===== src/rtl/voltmeter_pkg.sv =====
// Shared voltmeter definitions: AFE phase encodings used by the measurement FSM
// and the capture block, default counter width and the capture state encoding.
package voltmeter_pkg;

    localparam logic [1:0] AFE_IDLE        = 2'b00;
    localparam logic [1:0] AFE_AUTO_ZERO   = 2'b01;
    localparam logic [1:0] AFE_INTEGRATE   = 2'b10;
    localparam logic [1:0] AFE_DEINTEGRATE = 2'b11;

    localparam int CNT_W_DEFAULT = 16;

    typedef enum logic [1:0] {
        CAP_IDLE      = 2'b00,
        CAP_COUNT     = 2'b01,
        CAP_DONE      = 2'b10,
        CAP_WAIT_EXIT = 2'b11
    } capture_state_e;

endpackage


===== src/rtl/deint_result_capture_if.sv =====
// Result path from the deintegrate capture block to the readout/display logic.
interface deint_result_capture_if #(
    parameter int CNT_W = voltmeter_pkg::CNT_W_DEFAULT
);
    logic [CNT_W-1:0] result_mag;
    logic             result_neg;
    logic             overrange;
    logic             overrun;
    logic             result_valid;
    logic             result_ready;

    // A result transfers on a clock edge with result_valid and result_ready both
    // high; while result_valid is high and not accepted, the fields hold steady
    // unless a newer capture overwrites them (which raises overrun).
    modport master (
        output result_mag, result_neg, overrange, overrun, result_valid,
        input  result_ready
    );

    modport slave (
        input  result_mag, result_neg, overrange, overrun, result_valid,
        output result_ready
    );
endinterface


===== src/rtl/sync_ff.sv =====
// Multi-stage bit synchroniser for an asynchronous input, synchronous active-low reset.
module sync_ff #(
    parameter int SYNC_STAGES = 2
) (
    input  logic clk_i,
    input  logic rst_ni,
    input  logic d,
    output logic q
);
    logic [SYNC_STAGES-1:0] chain;

    always_ff @(posedge clk_i) begin
        if (!rst_ni) begin
            chain <= '0;
        end else begin
            chain <= {chain[SYNC_STAGES-2:0], d};
        end
    end

    assign q = chain[SYNC_STAGES-1];
endmodule


===== src/rtl/deint_result_capture.sv =====
// Times the deintegrate phase until the comparator crosses, pulses done back to the
// measurement FSM and holds a sign-magnitude result for the readout handshake.
module deint_result_capture
    import voltmeter_pkg::*;
#(
    parameter int CNT_W       = CNT_W_DEFAULT,
    parameter int MAX_COUNT   = 512,
    parameter int SYNC_STAGES = 2
) (
    input  logic                  clk_i,
    input  logic                  rst_ni,
    input  logic [1:0]            afe_sel_i,
    input  logic                  ref_sign_i,
    input  logic                  comp_i,
    output logic                  deint_done_o,
    output logic                  busy_o,
    output capture_state_e        state_o,
    deint_result_capture_if.master res
);
    localparam logic [CNT_W-1:0] LAST_CNT  = CNT_W'(MAX_COUNT - 1);
    localparam logic [CNT_W-1:0] OVR_MAG   = CNT_W'(MAX_COUNT);
    localparam logic [CNT_W-1:0] SYNC_LAT  = CNT_W'(SYNC_STAGES - 1);

    capture_state_e   state_q, state_d;
    logic [CNT_W-1:0] cnt_q, cnt_d;
    logic             pol_q, pol_d;
    logic             sign_q, sign_d;
    logic             comp_s;
    logic             capture;
    logic [CNT_W-1:0] cap_mag;
    logic             cap_ovr;
    logic             cap_neg;

    logic [CNT_W-1:0] mag_q;
    logic             neg_q, ovr_q, overrun_q, valid_q;

    sync_ff #(.SYNC_STAGES(SYNC_STAGES)) u_comp_sync (
        .clk_i  (clk_i),
        .rst_ni (rst_ni),
        .d      (comp_i),
        .q      (comp_s)
    );

    always_ff @(posedge clk_i) begin
        if (!rst_ni) begin
            state_q <= CAP_IDLE;
            cnt_q   <= '0;
            pol_q   <= 1'b0;
            sign_q  <= 1'b0;
        end else begin
            state_q <= state_d;
            cnt_q   <= cnt_d;
            pol_q   <= pol_d;
            sign_q  <= sign_d;
        end
    end

    always_comb begin
        state_d = state_q;
        cnt_d   = cnt_q;
        pol_d   = pol_q;
        sign_d  = sign_q;
        capture = 1'b0;
        cap_mag = '0;
        cap_ovr = 1'b0;
        case (state_q)
            CAP_IDLE: begin
                if (afe_sel_i == AFE_DEINTEGRATE) begin
                    state_d = CAP_COUNT;
                    cnt_d   = '0;
                    pol_d   = comp_s;
                    sign_d  = ~ref_sign_i;
                end
            end
            CAP_COUNT: begin
                if (afe_sel_i != AFE_DEINTEGRATE) begin
                    state_d = CAP_IDLE;
                end else if (comp_s != pol_q) begin
                    // Remove the synchroniser delay so the magnitude is the edge
                    // at which comp_i was first sampled changed.
                    capture = 1'b1;
                    cap_mag = (cnt_q >= SYNC_LAT) ? cnt_q - SYNC_LAT : '0;
                    state_d = CAP_DONE;
                end else if (cnt_q == LAST_CNT) begin
                    capture = 1'b1;
                    cap_mag = OVR_MAG;
                    cap_ovr = 1'b1;
                    state_d = CAP_DONE;
                end else begin
                    cnt_d = cnt_q + CNT_W'(1);
                end
            end
            CAP_DONE: begin
                state_d = CAP_WAIT_EXIT;
            end
            CAP_WAIT_EXIT: begin
                if (afe_sel_i != AFE_DEINTEGRATE) begin
                    state_d = CAP_IDLE;
                end
            end
            default: begin
                state_d = CAP_IDLE;
            end
        endcase
    end

    assign cap_neg = sign_q & (cap_mag != '0);

    always_ff @(posedge clk_i) begin
        if (!rst_ni) begin
            mag_q     <= '0;
            neg_q     <= 1'b0;
            ovr_q     <= 1'b0;
            overrun_q <= 1'b0;
            valid_q   <= 1'b0;
        end else if (capture) begin
            mag_q     <= cap_mag;
            neg_q     <= cap_neg;
            ovr_q     <= cap_ovr;
            valid_q   <= 1'b1;
            // Only an unaccepted result counts as lost; a same-edge accept clears it.
            overrun_q <= valid_q & ~res.result_ready;
        end else if (valid_q && res.result_ready) begin
            valid_q   <= 1'b0;
            overrun_q <= 1'b0;
        end
    end

    assign deint_done_o     = (state_q == CAP_DONE);
    assign busy_o           = (state_q == CAP_COUNT);
    assign state_o          = state_q;
    assign res.result_mag   = mag_q;
    assign res.result_neg   = neg_q;
    assign res.overrange    = ovr_q;
    assign res.overrun      = overrun_q;
    assign res.result_valid = valid_q;
endmodule


===== src/flat_wrapper.sv =====
// flat-port wrapper written by rule: the top's interface ports become plain ports
module deint_result_capture_flat import voltmeter_pkg::*;
#(
    parameter int CNT_W       = CNT_W_DEFAULT,
    parameter int MAX_COUNT   = 512,
    parameter int SYNC_STAGES = 2
)
  (clk_i, rst_ni, afe_sel_i, ref_sign_i, comp_i, deint_done_o, busy_o, state_o, res_result_mag, res_result_neg, res_overrange, res_overrun, res_result_valid, res_result_ready);
  deint_result_capture_if #(.CNT_W(CNT_W)) res_i ();
  input  logic clk_i;
  input  logic rst_ni;
  input  logic [1:0] afe_sel_i;
  input  logic ref_sign_i;
  input  logic comp_i;
  output logic deint_done_o;
  output logic busy_o;
  output capture_state_e state_o;
  output wire logic [$bits(res_i.result_mag)-1:0] res_result_mag;
  output wire logic [$bits(res_i.result_neg)-1:0] res_result_neg;
  output wire logic [$bits(res_i.overrange)-1:0] res_overrange;
  output wire logic [$bits(res_i.overrun)-1:0] res_overrun;
  output wire logic [$bits(res_i.result_valid)-1:0] res_result_valid;
  input wire logic [$bits(res_i.result_ready)-1:0] res_result_ready;
  assign res_result_mag = res_i.result_mag;
  assign res_result_neg = res_i.result_neg;
  assign res_overrange = res_i.overrange;
  assign res_overrun = res_i.overrun;
  assign res_result_valid = res_i.result_valid;
  assign res_i.result_ready = res_result_ready;
  deint_result_capture #(.CNT_W(CNT_W), .MAX_COUNT(MAX_COUNT), .SYNC_STAGES(SYNC_STAGES)) u_core (.clk_i(clk_i), .rst_ni(rst_ni), .afe_sel_i(afe_sel_i), .ref_sign_i(ref_sign_i), .comp_i(comp_i), .deint_done_o(deint_done_o), .busy_o(busy_o), .state_o(state_o), .res(res_i));
endmodule

===== config.mk =====
export PLATFORM = sky130hd
export DESIGN_NAME = deint_result_capture_flat
export DESIGN_NICKNAME = d
export VERILOG_FILES = /design/src/rtl/voltmeter_pkg.sv /design/src/rtl/deint_result_capture_if.sv /design/src/rtl/sync_ff.sv /design/src/rtl/deint_result_capture.sv /design/src/flat_wrapper.sv
export SDC_FILE = /design/constraint.sdc
export NUM_CORES = 1
export LEC_CHECK = 0
export ABC_AREA = 1
export CORE_UTILIZATION = 48
export DETAILED_ROUTE_END_ITERATION = 8
export PLACE_DENSITY = 0.71
export SLEW_MARGIN = 20
export SYNTH_ARGS = -nofsm -noshare
export SYNTH_HDL_FRONTEND = slang
export SYNTH_SLANG_ARGS = --single-unit

===== constraint.sdc =====
create_clock -name clk_i -period 4.7 [get_ports clk_i]
set_input_delay 0.94 -clock clk_i [delete_from_list [all_inputs] [get_ports clk_i]]
set_output_delay 0.94 -clock clk_i [all_outputs]
set_load 0.01 [all_outputs]

==> flow_metrics.tcl <==
set metrics [dict create \
    synth_edf_count 0 \
    fin_nets 390 \
    switching_share_pct 27.0 \
    rsz0062_at_grt "false" \
    reg2reg_to "u_core.res.result_neg" \
    drv_slew 0 \
    wl_per_cell_um 12.9 \
    leakage_nw 1.22 \
    worst-r2r-cell-count 13 \
    cts_inserted_buffers 5 \
    diodes 0 \
    worstHoldEndpoint "u_core.u_comp_sync.chain[1]" \
    power_frac_seq_pct 52.2 \
    worstReg2RegStart "u_core.cnt_q[0]" \
    rows 25 \
    holdPathStages 2 \
    fp.dieW_um 74.1 \
    io_pins 31 \
    antenna_found_initial 0 \
    ctsResizeCount 0 \
    p_clk_share_pct 35.0 \
    clock-sinks 42 \
    clk_pin_slew_ns 0.08 \
    ys.flop_type "dfxtp_1" \
    internal-power_w 0.000509 \
    outcome "finished clean" \
    tightestPinTransition_ns 0.474 \
    final_area_mm2 0.00290 \
    worstPathCellList "clkdlybuf4s50_1 -> inv_2 -> nor2_1 -> inv_1 -> nor2_1 -> o21ai_0 -> nor2_1" \
    relSlewSlack_pct 68.3 \
    syn-instance-count 353 \
    startpoint_type "primary input" \
    synth-async-reset-ratio_pct 0 \
    layout_common_cells "nand2_1 (94), dfxtp_1 (42), nor2_1 (33), a21oi_1 (33), inv_1 (31)" \
    fmax_ghz 0.394 \
    grt_max_degree 29 \
    combPwrFrac_pct 12.8 \
    drt-total-wl_mm 5.78 \
    cp-end-kind "flip-flop" \
    crit_top_cell "nor2_1" \
    syn_avg_cell_area_um2 7.07 \
    finalPower_w 0.000698 \
    clkLatencyLatePin_ns 0.30 \
    dp.cells 440 \
    grt_pass1_vias 2112 \
    root_buffer "clkbuf_8" \
    timing.hold.ws_ns 0.430 \
    ys_ff_latch 42 \
    drive_gt1_share_pct 12.3 \
    drtIter0Drc 198 \
    setup_violations 0 \
    cts_tree "yes" \
    track_usage_pct 23.3 \
    gp_congestion 0.906 \
    criticalPathCategory "primary input to flip-flop" \
    power_density_mw_per_mm2 241 \
    first_pass_iters 5 \
    ys_types 36 \
    cts_max_level 2 \
    via_count 2343 \
    min_from "u_core.u_comp_sync.chain[0]" \
    portBuffers 30 \
    tns_ns 0 \
    cts_hold_buf 0 \
    cap_viol_max_count 0 \
    fin_crit_sh_pct 54.1 \
    path_max_fanout 28 \
    routed_via_density 5.23 \
    switching_power_w 0.000189 \
    finalHoldViolCount 0 \
    die_area_mm2 0.00549 \
    peakVddDrop_mv 0.250 \
    cts_buffer_depth 2 \
    synth_seq_area_share_pct 33.7 \
    post-route-min-period_ns 2.54 \
    slowest_stage "clkdlybuf4s50_1" \
    syn-num-nets 363 \
    core_area_mm2 0.00485 \
    slowest_delay_ns 0.65 \
    area_delta_synth_final_pct 16.0 \
    drtAntennaViolNets 0 \
    die_y_um 74.1 \
    synth_area_mm2 0.00249 \
    skew_ns 0.00729 \
    min_path_type "flip-flop to flip-flop" \
    post_cts_buffers 0 \
    route.detailed.drc 0 \
    grt_pass1_wl_mm 9.75 \
    overflow 0 \
    yosysWarnings 0 \
    initial_core_util_pct 51.5 \
    final_common_cell "nand2_1" \
    layout.cells.non_filler 448 \
    dp_hpwl_mm 4.39 \
    r2r_slack_ns 2.61 \
    required_ns 4.94 \
    worstPathArrival_ns 2.78 \
    placed_cell_area_mm2 0.00280 \
]
-- worst max-delay path by stage --
stage                     slack [ns]               endpoint  cells past startpoint          from
after floorplan                 2.65  u_core.res.result_neg                     13  afe_sel_i[0]
after global placement          1.90  u_core.res.result_neg                     13  afe_sel_i[0]
after detailed placement        1.89  u_core.res.result_neg                     13  afe_sel_i[1]
after CTS                       2.20  u_core.res.result_neg                     13  afe_sel_i[1]
after global routing            1.96       u_core.cnt_q[13]                      7        rst_ni
final                           2.16       u_core.cnt_q[13]                      7        rst_ni
-- critical path: cells and delay by family --
kind                   cells  cell delay, ns
buffers and inverters      3            1.14
AND/OR/NAND/NOR            3            0.61
AO/OA/AOI/OAI              1            0.09
-- cell usage after synthesis, types with 3 or more instances --
library cell	count	area share, %
a21oi_1	33	6.6
buf_2	3	0.60
buf_6	5	2.3
dfxtp_1	42	34
ha_1	3	1.5
inv_1	31	4.7
inv_2	4	0.60
nand2_1	94	14
nand2_2	5	1.3
nand2_4	4	1.8
nand3_1	26	5.2
nand3_2	3	1.2
nand3b_1	4	1.2
nand4_1	7	1.8
nor2_1	33	5.0
nor2_2	4	1.0
nor2_4	6	2.7
nor2_8	4	3.2
nor3_1	4	0.80
o21ai_0	9	1.8
o21ai_2	3	1.1
xor2_1	6	2.1
-- power groups by stage --
stage,Clock [W],Combinational [W],Sequential [W]
final,0.000244,0.0000896,0.000364
after global placement,0,0.0000870,0.000372
after floorplan,0,0.0000667,0.000372
after detailed placement,0,0.0000883,0.000373
after CTS,0.000252,0.0000888,0.000364
after global routing,0.000264,0.0000989,0.000365
-- through the flow --
step                setup slack, ns  util, %
floorplan                      2.65        -
global placement               1.90     57.8
detailed placement             1.89     57.8
CTS                            2.20     59.7
global route                   1.96     59.7
finish                         2.16     59.7
-- layout make-up --
class / instances / area, um^2
well taps: 67 / 83.8
fillers: 476 / 1950
inverters: 36 / 136
flip-flops and latches: 42 / 841
clock buffers: 6 / 82.6
multi-input cells: 264 / 1430
clock inverters: 2 / 12.5
repair buffers: 31 / 308
-- sequential cells by signal (all words and copies together) (netlist names), named ones only --
signal                    flops
u_core.pol_q                  1
u_core.res.overrange          1
u_core.state_o                1
u_core.res.overrun            1
u_core.cnt_q                 16
u_core.res.result_neg         1
u_core.res.result_valid       1
u_core.res.result_mag        16
u_core.u_comp_sync.chain      2
u_core.sign_q                 1
-- metal layers --
metal / vias up / global-route usage, % / wire, um
li1: 1199 / - / -
met1: 1077 / 30.2 / 2700
met2: 54 / 38.9 / 2740
met3: 13 / 4.07 / 233
met4: 0 / 8.12 / 106
met5: - / 0 / 0
-- cell families (layout without fill, tap and decap cells) --
family	count (synthesis)	in the layout	synth area share (%)
buffers and inverters	47	75	8.93
flip-flops	42	42	33.7
adder cells (fa/ha/maj)	3	3	1.50
AO/OA/AOI/OAI	55	55	12.3
XOR/XNOR	7	7	2.76
AND/OR/NAND/NOR	199	199	40.8
Power figures use the tool's default switching activity.
